<file path="src/rtl/mem_arbiter_pkg.sv">
// mem_arbiter_pkg: shared types and constants for the two-port memory arbiter.
//   - FSM state encodings (idle, instruction-side busy, data-side busy)
//   - mem_in_t:  one memory request (instr flag, address, write data, byte strobes)
//   - mem_out_t: one per-port response (read data, ready)
//   - TimeoutDefault: default wait budget before a stuck bus transaction is aborted
package mem_arbiter_pkg;

  localparam int unsigned TimeoutDefault = 1024;

  localparam logic [1:0] StIdle  = 2'd0;
  localparam logic [1:0] StIBusy = 2'd1;
  localparam logic [1:0] StDBusy = 2'd2;

  typedef struct packed {
    logic        instr;
    logic [31:0] addr;
    logic [31:0] wdata;
    logic [3:0]  wstrb;
  } mem_in_t;

  typedef struct packed {
    logic [31:0] rdata;
    logic        ready;
  } mem_out_t;

  localparam int unsigned ReqW = $bits(mem_in_t);

  // Wait counter must hold the value TIMEOUT itself; keep at least one bit when disabled.
  function automatic int unsigned cnt_width(input int unsigned timeout);
    return (timeout == 0) ? 1 : $clog2(timeout + 1);
  endfunction

endpackage

</file>
<file path="src/rtl/mem_arbiter_slot.sv">
// mem_arbiter_slot: single-entry pending-request register for one CPU port.
//   clk_i, rst_ni : clock, asynchronous active-low reset
//   valid_i       : one-cycle request pulse; req_i is captured on it
//   req_i         : packed request (mem_in_t layout)
//   busy_i        : this port currently owns the shared bus
//   clear_i       : request has been granted, empty the slot
//   pending_o     : slot holds a request
//   req_o         : captured request
//   overrun_o     : pulse arrived while the slot was full or the port was busy (request dropped)
module mem_arbiter_slot
  import mem_arbiter_pkg::*;
(
  input  logic            clk_i,
  input  logic            rst_ni,
  input  logic            valid_i,
  input  logic [ReqW-1:0] req_i,
  input  logic            busy_i,
  input  logic            clear_i,
  output logic            pending_o,
  output logic [ReqW-1:0] req_o,
  output logic            overrun_o
);

  logic            pending_q, pending_d;
  logic [ReqW-1:0] req_q, req_d;
  logic            capture;

  assign capture   = valid_i & ~pending_q & ~busy_i;
  assign overrun_o = valid_i & (pending_q | busy_i);

  // clear_i only fires while pending, so it never collides with capture.
  always_comb begin
    pending_d = pending_q;
    req_d     = req_q;
    if (clear_i) begin
      pending_d = 1'b0;
    end
    if (capture) begin
      pending_d = 1'b1;
      req_d     = req_i;
    end
  end

  always_ff @(posedge clk_i or negedge rst_ni) begin
    if (!rst_ni) begin
      pending_q <= 1'b0;
      req_q     <= '0;
    end else begin
      pending_q <= pending_d;
      req_q     <= req_d;
    end
  end

  assign pending_o = pending_q;
  assign req_o     = req_q;

endmodule

</file>
<file path="src/rtl/mem_arbiter.sv">
// mem_arbiter: arbitrates CPU instruction and data ports onto one shared memory bus,
// with at most one transaction outstanding.
//   clk_i, rst_ni              : clock, asynchronous active-low reset
//   imem_* (valid/instr/addr/wdata/wstrb in, rdata/ready out) : instruction-side port
//   dmem_* (valid/instr/addr/wdata/wstrb in, rdata/ready out) : data-side port
//   mem_*  (valid/instr/addr/wdata/wstrb out, rdata/ready in) : shared memory bus
//   err_o                      : sticky; set on a dropped (overrun) request or a timeout
// Parameter TIMEOUT: busy cycles without mem_ready_i before abort (0 disables).
// Build option MEM_ARBITER_RR_EN: when defined, simultaneous requests alternate between
// ports (first tie after reset goes to data); otherwise data always wins a tie.
module mem_arbiter
  import mem_arbiter_pkg::*;
#(
  parameter int unsigned TIMEOUT = TimeoutDefault
) (
  input  logic        clk_i,
  input  logic        rst_ni,
  input  logic        imem_valid_i,
  input  logic        imem_instr_i,
  input  logic [31:0] imem_addr_i,
  input  logic [31:0] imem_wdata_i,
  input  logic [3:0]  imem_wstrb_i,
  output logic [31:0] imem_rdata_o,
  output logic        imem_ready_o,
  input  logic        dmem_valid_i,
  input  logic        dmem_instr_i,
  input  logic [31:0] dmem_addr_i,
  input  logic [31:0] dmem_wdata_i,
  input  logic [3:0]  dmem_wstrb_i,
  output logic [31:0] dmem_rdata_o,
  output logic        dmem_ready_o,
  output logic        mem_valid_o,
  output logic        mem_instr_o,
  output logic [31:0] mem_addr_o,
  output logic [31:0] mem_wdata_o,
  output logic [3:0]  mem_wstrb_o,
  input  logic [31:0] mem_rdata_i,
  input  logic        mem_ready_i,
  output logic        err_o
);

  localparam int unsigned    CntW   = cnt_width(TIMEOUT);
  localparam logic [CntW-1:0] CntMax = CntW'(TIMEOUT);

  logic [1:0]      state_q, state_d;
  logic [CntW-1:0] cnt_q, cnt_d;
  logic            mem_valid_q, mem_valid_d;
  mem_in_t         mem_req_q, mem_req_d;
  logic            err_q, err_d;

  mem_in_t         i_in, d_in, i_req, d_req;
  logic [ReqW-1:0] i_req_raw, d_req_raw;
  logic            i_pend, d_pend, i_ovr, d_ovr, i_clr, d_clr;
  logic            busy, tmo, done, grant, pick_d;
  mem_out_t        i_rsp, d_rsp;
  logic [31:0]     rsp_rdata;

  assign i_in = '{instr: imem_instr_i, addr: imem_addr_i, wdata: imem_wdata_i,
                  wstrb: imem_wstrb_i};
  assign d_in = '{instr: dmem_instr_i, addr: dmem_addr_i, wdata: dmem_wdata_i,
                  wstrb: dmem_wstrb_i};

  mem_arbiter_slot u_islot (
    .clk_i    (clk_i),
    .rst_ni   (rst_ni),
    .valid_i  (imem_valid_i),
    .req_i    (i_in),
    .busy_i   (state_q == StIBusy),
    .clear_i  (i_clr),
    .pending_o(i_pend),
    .req_o    (i_req_raw),
    .overrun_o(i_ovr)
  );

  mem_arbiter_slot u_dslot (
    .clk_i    (clk_i),
    .rst_ni   (rst_ni),
    .valid_i  (dmem_valid_i),
    .req_i    (d_in),
    .busy_i   (state_q == StDBusy),
    .clear_i  (d_clr),
    .pending_o(d_pend),
    .req_o    (d_req_raw),
    .overrun_o(d_ovr)
  );

  assign i_req = mem_in_t'(i_req_raw);
  assign d_req = mem_in_t'(d_req_raw);

  assign busy  = (state_q != StIdle);
  // Abort only when the budget is exhausted and the bus did not answer this very cycle.
  assign tmo   = (TIMEOUT != 0) && busy && (cnt_q == CntMax) && !mem_ready_i;
  assign done  = busy & (mem_ready_i | tmo);
  assign grant = (state_q == StIdle) & (i_pend | d_pend);

`ifdef MEM_ARBITER_RR_EN
  // last_d_q remembers which port won the most recent tie (0 = instruction). Only ties
  // update it, so back-to-back ties alternate regardless of untied traffic in between.
  logic last_d_q, last_d_d;

  assign pick_d = (i_pend & d_pend) ? ~last_d_q : d_pend;

  always_comb begin
    last_d_d = last_d_q;
    if (grant && i_pend && d_pend) begin
      last_d_d = pick_d;
    end
  end

  always_ff @(posedge clk_i or negedge rst_ni) begin
    if (!rst_ni) begin
      last_d_q <= 1'b0;
    end else begin
      last_d_q <= last_d_d;
    end
  end
`else
  assign pick_d = d_pend;
`endif

  always_comb begin
    state_d     = state_q;
    cnt_d       = cnt_q;
    mem_valid_d = 1'b0;
    mem_req_d   = mem_req_q;
    err_d       = err_q | i_ovr | d_ovr | tmo;
    i_clr       = 1'b0;
    d_clr       = 1'b0;
    case (state_q)
      StIdle: begin
        // Stray mem_ready_i here is ignored by construction.
        if (grant) begin
          mem_valid_d = 1'b1;
          cnt_d       = '0;
          if (pick_d) begin
            state_d   = StDBusy;
            mem_req_d = d_req;
            d_clr     = 1'b1;
          end else begin
            state_d   = StIBusy;
            mem_req_d = i_req;
            i_clr     = 1'b1;
          end
        end
      end
      StIBusy, StDBusy: begin
        if (done) begin
          state_d = StIdle;
          cnt_d   = '0;
        end else if (TIMEOUT != 0) begin
          cnt_d = cnt_q + CntW'(1);
        end
      end
      default: begin
        state_d = StIdle;
        cnt_d   = '0;
      end
    endcase
  end

  always_ff @(posedge clk_i or negedge rst_ni) begin
    if (!rst_ni) begin
      state_q     <= StIdle;
      cnt_q       <= '0;
      mem_valid_q <= 1'b0;
      mem_req_q   <= '0;
      err_q       <= 1'b0;
    end else begin
      state_q     <= state_d;
      cnt_q       <= cnt_d;
      mem_valid_q <= mem_valid_d;
      mem_req_q   <= mem_req_d;
      err_q       <= err_d;
    end
  end

  // Owner sees the bus combinationally; an aborted transaction returns zero data.
  assign rsp_rdata = tmo ? 32'h0 : mem_rdata_i;
  assign i_rsp = '{rdata: (state_q == StIBusy) ? rsp_rdata : 32'h0,
                   ready: (state_q == StIBusy) & done};
  assign d_rsp = '{rdata: (state_q == StDBusy) ? rsp_rdata : 32'h0,
                   ready: (state_q == StDBusy) & done};

  assign imem_rdata_o = i_rsp.rdata;
  assign imem_ready_o = i_rsp.ready;
  assign dmem_rdata_o = d_rsp.rdata;
  assign dmem_ready_o = d_rsp.ready;

  assign mem_valid_o = mem_valid_q;
  assign mem_instr_o = mem_req_q.instr;
  assign mem_addr_o  = mem_req_q.addr;
  assign mem_wdata_o = mem_req_q.wdata;
  assign mem_wstrb_o = mem_req_q.wstrb;
  assign err_o       = err_q;

endmodule

</file>
<file path="config.mk">
export PLATFORM = sky130hd
export DESIGN_NAME = mem_arbiter
export DESIGN_NICKNAME = d
export VERILOG_FILES = /design/src/rtl/mem_arbiter_pkg.sv /design/src/rtl/mem_arbiter_slot.sv /design/src/rtl/mem_arbiter.sv
export SDC_FILE = /design/constraint.sdc
export NUM_CORES = 1
export LEC_CHECK = 0
export CAP_MARGIN = 20
export CORE_MARGIN = 2
export CORE_UTILIZATION = 52
export CTS_BUF_LIST = sky130_fd_sc_hd__clkbuf_4 sky130_fd_sc_hd__clkbuf_8
export CTS_CLUSTER_SIZE = 30
export DETAILED_ROUTE_END_ITERATION = 10
export GPL_TIMING_DRIVEN = 0
export PLACE_DENSITY = 0.88
export SLEW_MARGIN = 20
export SYNTH_ARGS = -nofsm -noshare
export SYNTH_HDL_FRONTEND = slang
export SYNTH_SLANG_ARGS = --single-unit
</file>
<file path="constraint.sdc">
create_clock -name clk_i -period 4.4 [get_ports clk_i]
set_input_delay 1.1 -clock clk_i [delete_from_list [all_inputs] [get_ports clk_i]]
set_output_delay 1.1 -clock clk_i [all_outputs]
set_load 0.01 [all_outputs]
</file>
=== Word level (Yosys, flattened, before mapping) ===
Index checks and enable logic that the tools add are counted.

* Flip-flop bits (word level): 224
* Word-level logic and storage cells: 72
* Input bits: 175
* Output and inout bits: 137

* Mux-type cells: 23
* Reductions and logical operators: 10
* Equality and inequality tests: 5
* Bitwise gates (word level): 21
* Add/sub/neg operators: 1

{| class="wikitable"
|+ Operator list
! cell !! count
|-
| 2-to-1 mux 32 bit || 3
|-
| 2-to-1 mux 69 bit || 1
|-
| 2-to-1 mux 11 bit || 2
|-
| one-hot mux 11 bit (2 select lines) || 1
|-
| 2-to-1 mux 1 bit || 12
|-
| adder 11 x 1 -> 11 bit (second input constant) || 1
|-
| == test 11 bit (second input constant) || 1
|-
| AND 1 bit || 10
|-
| OR 1 bit || 7
|-
| 2-to-1 mux 2 bit || 3
|-
| nonzero test 2 bit || 3
|-
| inequality test 2 bit (second input constant) || 2
|-
| NOT 1 bit || 4
|-
| one-hot mux 2 bit (2 select lines) || 1
|-
| AND reduction 2 bit || 2
|-
| == test 2 x 1 -> 1 bit (second input constant) || 1
|-
| == test 2 bit (second input constant) || 1
|-
| logical AND 1 bit || 2
|-
| zero test 2 bit || 1
|-
| OR reduction 2 bit || 1
|-
| zero test 1 bit || 1
|}

=== Depth between registers and ports, before layout ===
* Depth after elaboration: 7
* Mapped depth: 7
* Gate-level depth less buffers: 6

=== By module ===
Synthesis repeated with hierarchy kept, for this count alone.

* Cell total of the unflattened synthesis: 767
* Area, all modules: 9779.4 µm²

{| class="wikitable"
|+ Modules (own cells, without submodules)
! module !! instances !! cells each !! area an instance (µm²) !! sequential area each (µm²)
|-
| mem_arbiter_slot || 2 || 150 || 2645.0 || 1751.7
|-
| mem_arbiter || 1 || 467 || 4489.3 || 2102.0
|}

=== Worst setup path after synthesis ===
OpenSTA, ideal clock, no wires.

* Kind: reg-to-output
* From: reg state_q[0]
* To: out dmem_rdata_o[10]
* Arrival: 1700 ps
* Stages on the path, launching flop included: 8
* Required time: 3300 ps
* Slack: 1600 ps
* Path through: dfrtp_1 > inv_1 > ha_1 > nor4b_4 > nand3_4 > o21a_4 > buf_6 > and2_1

* Word-level cells in the longest chain between the ends: 5
* Elaborated cells between the ends (all ways): 6

{| class="wikitable"
|+ Ends and longest elaborated chain
! element !! RTL line !! source
|-
| start, declared || mem_arbiter.sv:45 || <nowiki>logic [1:0] state_q, state_d;</nowiki>
|-
| start signal, assigned || mem_arbiter.sv:163 || <nowiki>state_q <= StIdle;</nowiki>
|-
| start signal, assigned || mem_arbiter.sv:169 || <nowiki>state_q <= state_d;</nowiki>
|-
| nonzero test 2 bit || mem_arbiter.sv:90 || <nowiki>assign busy = (state_q != StIdle);</nowiki>
|-
| logical AND 1 bit (2 in a row) || mem_arbiter.sv:92 || <nowiki>assign tmo = (TIMEOUT != 0) && busy && (cnt_q == CntMax) && !mem_ready_i;</nowiki>
|-
| 2-to-1 mux 32 bit || mem_arbiter.sv:178 || <nowiki>assign rsp_rdata = tmo ? 32'h0 : mem_rdata_i;</nowiki>
|-
| 2-to-1 mux 32 bit * || mem_arbiter.sv:181 || <nowiki>assign d_rsp = '{rdata: (state_q == StDBusy) ? rsp_rdata : 32'h0,</nowiki>
|-
| end, declared || mem_arbiter.sv:30 || <nowiki>output logic [31:0] dmem_rdata_o,</nowiki>
|}

Mark *: on every way between the ends. The rest lies on a longest branch, timed or not.

=== Worst setup path after layout ===
* From: reg state_q[0]
* To: out imem_rdata_o[21]

* Word-level cells in the longest chain between the ends: 5
* Elaborated cells between the ends (all ways): 6

{| class="wikitable"
|+ Ends and longest elaborated chain
! element !! RTL line !! source
|-
| nonzero test 2 bit || mem_arbiter.sv:90 ||
|-
| logical AND 1 bit (2 in a row) || mem_arbiter.sv:92 ||
|-
| 2-to-1 mux 32 bit || mem_arbiter.sv:178 ||
|-
| 2-to-1 mux 32 bit * || mem_arbiter.sv:179 || <nowiki>assign i_rsp = '{rdata: (state_q == StIBusy) ? rsp_rdata : 32'h0,</nowiki>
|-
| end, declared || mem_arbiter.sv:23 || <nowiki>output logic [31:0] imem_rdata_o,</nowiki>
|}

Marks and branches as above.

==> flow_results.org <==
** Synthesis
- Top_reg_cell synth :: dfrtp_1
- Of the post-synthesis cell area, the dominant cell type holds 0.5598.
- Of all cell types, the one taking the most synthesized area is dfrtp_1.
- The cell area that synthesis handed to floorplanning was 10010 um2.
- Counting every net in the synthesized netlist gives 1020.
- Yosys mapped a number of flops with a built-in enable equal to 0.
- Number of distinct standard cells referenced by the synthesized netlist :: 43
- Post-synthesis instance total :: 840
- During synthesis, Yosys emitted a total of 0 warnings.
- In this run, synthesis produced a sequential element count of 224.
- After synthesis, the mean cell area works out to 11.92 um2.
- Top post-synthesis cells by area :: dfrtp_1 (56%), mux2_2 (13%), and3b_1 (5.7%)
- The share of the Yosys chip area taken by registers is 0.5598.
- For this run, asynchronously set or reset flops after synthesis account for 1.000.

** Floorplanning
- Die X :: 142.8 um
- Number of cell rows :: 50
- Measured along the y axis, the die boundary spans 142.8 um.
- The floorplan step defined a die boundary enclosing 20380 um2.
- 312 I/O pins were placed.
- In this run the standard cell core region covers 18830 um2.
- For this configuration, the core starts out at a cell density of 0.5318.

** Global routing
- Number of global-route vias before repair :: 8378
- Entering global routing, the biggest net connects 94 pins.
- The initial antenna violation count is 3.
- Global route total overflow :: 0
- The first global-routing pass estimated 46330 um of wire.
- In the global route stage, overall resource usage came out at 0.2992.

** Clock tree
- Gates resized, CTS repair :: 0
- Number of hold buffers added after cts :: 0
- Number of buffers added for setup after CTS :: 0
- TritonCTS created 37 clock buffers.
- Clock-pin slew was measured on the worst setup and hold paths at 0.06 ns.
- Number of sinks on the clock net :: 224
- The H-tree was split into 2 levels.
- Maximum buffer depth of the clock tree :: 3
- Buffer cell driving the clock tree root :: clkbuf_8
- The later pin in the worst-skew pair is clocked with a latency of 0.52 ns.
- TritonCTS built the clock tree.

** Power
- P_leak :: 6.183 nW
- In this run the power density over the cells is 694.4 nW/um2.
- Across the VDD grid, the largest voltage drop is 0.4081 mV.

** Timing
- Of the available clock period, the critical path in the final layout requires 0.9262.
- Measured slew at the worst slew-check pin :: 0.7135 ns
- Post-Route Skew :: 0.01972 ns
- Minimum clock period :: 4.075 ns
- The number of pins exceeding their max-slew limit in the final report came to 0.
- The total count of hold-check failures in the final report was 0.
- Setup violations remaining at the end of the flow were counted as 0.
- Setup repair after global routing missed its margin :: no
- Slew HR :: 0.5223
- Based on the critical path, the design can be clocked at up to 245.4 MHz.
- Once routing completed, OpenROAD measured the worst setup slack at 0.3247 ns.
- Final hold analysis gives a worst-case slack of 0.4505 ns.

** Cells and area
- Final std cell area, no fill :: 14270 um2
- Area added between synthesis and finish :: 42.56%
- For this run, the number of standard cells in the final layout without fillers is 1479.
- Most common cell after layout, fill and taps aside :: clkdlybuf4s50_1
- Most frequent cells in the layout :: clkdlybuf4s50_1 (310), dfrtp_1 (224), mux2_2 (118), nand2_1 (76)
- The net count of the finished layout is 1372.
- In the final layout, the share of cells above drive strength 1 is 0.1928.

** Placement
- The HPWL after detailed placement is 21610 um.
- Number of input and output port buffers inserted :: 311
- Placed standard-cell area :: 13510 um2
- Post-Place Cells :: 1413
- Routability-driven placement finished with a final weighted congestion of 0.8792.
- Setup Slack @ Placement :: 0.5142 ns

** Worst setup path
- For the worst setup path, the data required time is 3.30 ns.
- Worst Setup End Kind :: primary output
- Nature of the critical path startpoint :: flip-flop
- Maximum fanout along the worst path :: 10
- The critical path is of the flip-flop to primary output type.
- For the worst setup path, the data arrival time is 2.98 ns.
- Setup slack on the worst reg-to-reg path comes out at 2.16 ns.

** Drt
- DRC violations left :: 0
- Across all layers, the routed design uses 7993 vias.
- First-iteration detailed-routing DRC count :: 345
- Detail-routed via count per cell :: 5.404
- Routed WL :: 30260 um
- In this run the remaining antenna-violating nets after routing total 0.
- First-pass detailed-route iteration total :: 5
- Average wire per standard cell :: 20.46 um

** Flow run
- Reported max-cap violation count :: 0

** Outcome
- The flow ran to the end, and the final reports show no timing, DRC or antenna violations.

** Min path
- Worst hold-check path type :: primary input to async pin
[area by class of cell]
class	count	area [um2]
buffer	58	301.5
sequential	224	5605
antenna	5	12.51
tap	260	325.3
inverter	8	30.03
multi-input combinational	550	4076
fill	1215	4556
clock inverter	2	13.76
clock buffer	59	737.0
timing repair buffer	313	3173
[logic make-up after synthesis]
family	after synthesis	synth area share
xor+xnor	7	0.006123
buf+inv	66	0.03311
compound gates	158	0.08472
mux	138	0.1552
simple gates	242	0.1548
flops	224	0.5598
fa+ha+maj	5	0.006248
[power breakdown]
part | switching (mW) | leakage (nW) | internal (mW)
combinational | 2.21 | 3.08 | 2.24
sequential | 0.537 | 2.70 | 3.07
clock | 0.797 | 0.402 | 1.05
[synth_stat cells, types with 3 or more instances]
cell,count
dfrtp_1,224
o21ai_1,7
a21oi_1,67
inv_1,7
mux2_2,118
nand2_1,76
a22oi_1,4
nor3b_2,3
o21ai_0,67
buf_6,6
nor3_1,4
and2_1,66
nor2_1,9
buf_2,31
nand4_1,3
clkbuf_1,21
mux2_1,20
ha_1,5
a21oi_2,3
and3b_1,65
xnor2_1,5
[metal layers]
metal / vias to the layer above / global-route usage / wire length (um)
met5: - / 0 / 0
met4: 0 / 0.1470 / 1379
met3: 92 / 0.08484 / 2486
met2: 341 / 0.5213 / 15550
met1: 3930 / 0.3382 / 10840
li1: 3630 / - / -
[sequential cells by signal, indices dropped and copies added, names as in the netlist]
signal / flops
state_q: 2
mem_instr_o: 1
mem_valid_o: 1
u_islot.req_o: 69
err_o: 1
mem_wstrb_o: 4
mem_addr_o: 32
u_islot.pending_o: 1
mem_wdata_o: 32
cnt_q: 11
u_dslot.req_o: 69
u_dslot.pending_o: 1
[metrics by stage]
stage	TNS (ns)	total power, mW	util
after floorplan	0	6.048	-
after detailed placement	0	8.037	0.7175
final	0	9.912	0.7581
after global routing	0	10.50	0.7577
after global placement	-1584.67	7.815	0.7144
after CTS	0	9.947	0.7574
[final timing paths]
path                                 from  cells past startpoint                 to
max                            state_q[0]                      8   imem_rdata_o[21]
min                                rst_ni                      1   u_dslot.req_o[9]
max reg2reg                    state_q[1]                      5  u_islot.req_o[31]
min reg2reg                mem_addr_o[26]                      2     mem_addr_o[26]
max in group asynchronous          rst_ni                      3     mem_addr_o[19]
min in group clk_i         mem_addr_o[26]                      2     mem_addr_o[26]
[worst max-delay path, stage by stage (launching register included)]
cell             delay, ns
dfrtp_1               0.37
inv_1                 0.09
ha_1                  0.33
nor4b_4               0.36
nand3_4               0.17
o21a_4                0.27
buf_6                 0.14
and2_1                0.14
clkdlybuf4s50_1       0.58
(Power assumes the default switching activity.)
